### src/rtl/instr_fetch_unit_pkg.sv
// rtl/instr_fetch_unit_pkg.sv - fetch state encoding and default widths shared with the decoder
package instr_fetch_unit_pkg;

    localparam int DEF_ADDR_W = 15;
    localparam int DEF_DATA_W = 16;

    typedef enum logic [1:0] {
        ST_IDLE  = 2'd0,
        ST_FETCH = 2'd1,
        ST_HOLD  = 2'd2,
        ST_DRAIN = 2'd3
    } fetch_state_t;

endpackage

### src/rtl/instr_fetch_unit.sv
// rtl/instr_fetch_unit.sv - instruction fetch FSM, instruction register and PC control
module instr_fetch_unit
    import instr_fetch_unit_pkg::*;
#(
    parameter int ADDR_W = DEF_ADDR_W,
    parameter int DATA_W = DEF_DATA_W
) (
    input  logic              clk,
    input  logic              reset_n,
    input  logic              run,
    input  logic [ADDR_W-1:0] pc_value,
    output logic              pc_inc,
    output logic              pc_load,
    output logic [ADDR_W-1:0] pc_data,
    output logic              mem_req,
    output logic [ADDR_W-1:0] mem_addr,
    input  logic              mem_ack,
    input  logic [DATA_W-1:0] mem_rdata,
    output logic              instr_valid,
    output logic [DATA_W-1:0] instr_data,
    output logic [ADDR_W-1:0] instr_pc,
    input  logic              instr_ready,
    input  logic              branch_req,
    input  logic [ADDR_W-1:0] branch_target
);

    fetch_state_t      state;
    fetch_state_t      state_nx;
    fetch_state_t      resume;
    logic              capture;
    logic [ADDR_W-1:0] addr_q;

    always_ff @(posedge clk or negedge reset_n) begin
        if (!reset_n) begin
            state      <= ST_IDLE;
            instr_data <= '0;
            instr_pc   <= '0;
            addr_q     <= '0;
        end else begin
            state <= state_nx;
            if (capture) begin
                instr_data <= mem_rdata;
                instr_pc   <= pc_value;
            end
            // The PC moves to the branch target while a drained request is still
            // outstanding, so the issued address is remembered here.
            if (state == ST_FETCH) begin
                addr_q <= pc_value;
            end
        end
    end

    always_comb begin
        state_nx = state;
        resume   = run ? ST_FETCH : ST_IDLE;
        capture  = 1'b0;
        pc_inc   = 1'b0;
        pc_load  = branch_req;
        pc_data  = branch_req ? branch_target : '0;

        case (state)
            ST_IDLE: begin
                if (!branch_req && run) begin
                    state_nx = ST_FETCH;
                end
            end
            ST_FETCH: begin
                if (branch_req) begin
                    state_nx = mem_ack ? resume : ST_DRAIN;
                end else if (mem_ack) begin
                    capture  = 1'b1;
                    pc_inc   = 1'b1;
                    state_nx = ST_HOLD;
                end
            end
            ST_HOLD: begin
                if (branch_req || instr_ready) begin
                    state_nx = resume;
                end
            end
            ST_DRAIN: begin
                if (mem_ack) begin
                    state_nx = resume;
                end
            end
        endcase

        // PC strobes must fall with reset even though branch_req is a raw input.
        if (!reset_n) begin
            pc_load = 1'b0;
            pc_inc  = 1'b0;
            pc_data = '0;
        end
    end

    assign mem_req     = (state == ST_FETCH) || (state == ST_DRAIN);
    assign mem_addr    = (state == ST_DRAIN) ? addr_q : pc_value;
    assign instr_valid = (state == ST_HOLD);

endmodule

### config.mk
export PLATFORM = sky130hd
export DESIGN_NAME = instr_fetch_unit
export DESIGN_NICKNAME = d
export VERILOG_FILES = /design/src/rtl/instr_fetch_unit_pkg.sv /design/src/rtl/instr_fetch_unit.sv
export SDC_FILE = /design/constraint.sdc
export NUM_CORES = 1
export LEC_CHECK = 0
export ABC_AREA = 0
export ABC_CLOCK_PERIOD_IN_PS = 1900
export CAP_MARGIN = 15
export CORE_MARGIN = 4
export CORE_UTILIZATION = 39
export CTS_CLUSTER_SIZE = 25
export DETAILED_ROUTE_END_ITERATION = 16
export GPL_ROUTABILITY_DRIVEN = 0
export PLACE_DENSITY = 0.81
export SYNTH_ARGS = -nofsm -noshare
export SYNTH_HDL_FRONTEND = slang
export SYNTH_SLANG_ARGS = --single-unit
### constraint.sdc
create_clock -name clk -period 1.9 [get_ports clk]
set_input_delay 0.19 -clock clk [delete_from_list [all_inputs] [get_ports clk]]
set_output_delay 0.19 -clock clk [all_outputs]
set_load 0.005 [all_outputs]
==> impl_metrics.ini <==
[power]
power-per-cell-area_nw_per_um2 = 1120
ir_worst_vdd_uv = 706
p_leak_nw = 1.54
power.total_mw = 3.94

[status]
status = finished, final reports clean

[critical_path]
crit_fanout = 15
r2r_cells = 5
start_kind = flip-flop
reg2reg_to = instr_data[4]
path_class = reg -> out
ff2ff_setup_slack_ps = 390
slowest_delay_ps = 420
rr_startpoint = state[0]
cp_cell_sequence = nand2_2 -> buf_12 -> mux2_2 -> dlygate4sd2_1
slowest_stage = dfrtp_1
cp_data_arrival_time_ps = 1570
cp.required_ps = 1710
end_kind = primary output

[logic_synthesis]
synth_area_sq_um = 2140
ys.warnings.count = 0
synth_top_cell_by_area = dfrtp_1
synth-seq-cells = 48
synth_top_area_share_pct = 56.2
syn-instance-count = 147
yosys.area_share.adder_pct = 0
synth_area_leaders = dfrtp_1 56%, mux2_2 31%, and3_1 4.4%, buf_6 1.6%, mux2_1 1.6%
syn_nets = 199
avgSynthCellArea_sq_um = 14.5
synth-compound-area-share_pct = 0.703
synth_top_family_by_area = multiplexers
synthXorXnorAreaFrac_pct = 0
synth-simple-area-share_pct = 7.79
synth_cell_types = 18
synthMuxAreaShare_pct = 32.1
synth-seq-area-share_pct = 56.2

[layout]
n_antenna_cell = 0
multi_input_area_sq_um = 878
final_cell_count_no_fill = 341
area_growth_pct = 63.9
design_area_sq_um = 3500
final_common_cell = clkdlybuf4s50_1
num-nets-final = 322
final_core_util_pct = 67.3
num-fill-cells = 429
layout_common_cells = 98 x clkdlybuf4s50_1, 58 x mux2_2, 48 x dfrtp_1, 15 x and3_1, 15 x dlygate4sd2_1
drive_above_1_share_pct = 29.2
register_area_sq_um = 1200

[floorplanning]
ios = 117
die_h_um = 82.0
die_w_um = 82.0
dieArea_sq_um = 6730
start_util_pct = 41.1
rows = 26
core_area_sq_um = 5200

[sta]
finalSetupViolations = 0
timing.final.crit_share_pct = 92.7
fmax_ghz = 0.568
tightest_slew_ps = 412
drv_slew = 0
worst_clock_skew_ps = 6.84
rsz0062_at_grt = no
slew_headroom_pct = 72.4
setup_tns_ps = 0
post-route-min-period_ps = 1760
hold_violations = 0

[cts]
htree_num_levels = 2
cts_tree = done
clk_path_buf_depth = 2
cts.sinks = 48
cts.clk_slew.worst_paths_ps = 90
numCtsBuffers = 5
clkLatencyLatePin_ps = 300
root_buffer = clkbuf_8

[placement]
dp_hpwl_mm = 4.14
place_area_sq_um = 3390
port-buffer-count = 116
dp_cells = 331

[drt]
drtIter0Drc = 32
viasPerCell = 4.79
ant_nets = 0
drt-wirelength-per-cell_um = 15.9
vias = 1633
drc_errors = 0
dr.pass1.iters = 2
wl_mm = 5.41

[grt]
grt_pass1_vias = 1779
track_usage_pct = 17.1
antenna_found_initial = 0
grt_pass1_wl_mm = 8.67
grt_max_degree = 29
grt_overflow_total = 0

[job]
maxCapViolations = 0

[worst_hold_path]
hold_class = in -> async
area by class of cell:
cell class                 instances  share of cell area [%]
clock inverter                     2                   0.393
inverter                           1                   0.107
timing repair buffer             126                    35.3
sequential                        48                    34.3
clock buffer                       6                    2.36
tap                               70                    2.50
multi-input combinational         88                    25.1
stage by stage:
step / hold WS, ps / worst slack (ps)
3_5_place_dp: 165 / 17.2
5_1_grt: 82.4 / 74.0
6_report: 66.0 / 139
3_3_place_gp: 148 / 62.0
2_1_floorplan: -106 / 326
4_1_cts: 65.5 / 18.5
logic make-up after synthesis:
kind of cell / after synthesis
multiplexers: 61
flip-flops: 48
AND/OR/NAND/NOR: 25
buffers and inverters: 11
AO/OA/AOI/OAI: 2
worst max-delay path: cells and delay by family, from the launching register on:
kind,cells,cell delay (ps)
DFF,1,420
buffers and inverters,2,430
and+or+nand+nor,1,90
muxes,1,340
per-layer routing:
layer	routed length, um	share of wire (%)	vias up	GRT usage, %
met5	0	0	-	0
met4	42	0.78	0	4.49
met3	370	6.8	7	5.92
met2	2790	52	53	29.0
met1	2200	41	804	20.6
li1	-	-	769	-
worst max-delay path by stage:
| stage | start | end | cells after the start |
|---|---|---|---|
| after floorplan | state[1] | instr_data[0] | 5 |
| after global placement | branch_req | pc_data[3] | 4 |
| after detailed placement | branch_req | pc_data[6] | 4 |
| after CTS | branch_req | pc_data[6] | 4 |
| after global routing | state[1] | mem_addr[8] | 4 |
| final | state[1] | mem_addr[14] | 4 |
Yosys cell counts:
| cell type | n |
|---|---|
| mux2_2 | 58 |
| dfrtp_1 | 48 |
| and3_1 | 15 |
| clkbuf_1 | 4 |
| buf_2 | 3 |
| buf_6 | 3 |
| mux2_1 | 3 |
| and2_1 | 2 |
| nor3b_1 | 2 |
| a21oi_1 | 1 |
| inv_1 | 1 |
| nand2_1 | 1 |
| nand2b_1 | 1 |
| nor2b_1 | 1 |
| nor3_4 | 1 |
| nor4_1 | 1 |
| o211a_1 | 1 |
| or3_1 | 1 |
registers in the layout, indices dropped and copies added (netlist names):
| register | flops |
|---|---|
| instr_data | 16 |
| addr_q | 15 |
| instr_pc | 15 |
| state | 2 |
power by group:
part / switching (mW) / total (mW) / internal, mW
Sequential: 0.214 / 1.69 / 1.47
Combinational: 0.473 / 1.61 / 1.14
Clock: 0.342 / 0.640 / 0.298
Total: 1.03 / 3.94 / 2.91
timing repair:
item / CTS / global route
endpoints found under the hold margin: 9 / 0
endpoints found under the setup margin: 16 / 12
gates resized for setup: 17 / 3
hold buffers: 1 / 0
setup buffers: 1 / 0
No activity file was read; power rests on OpenSTA's default activity.
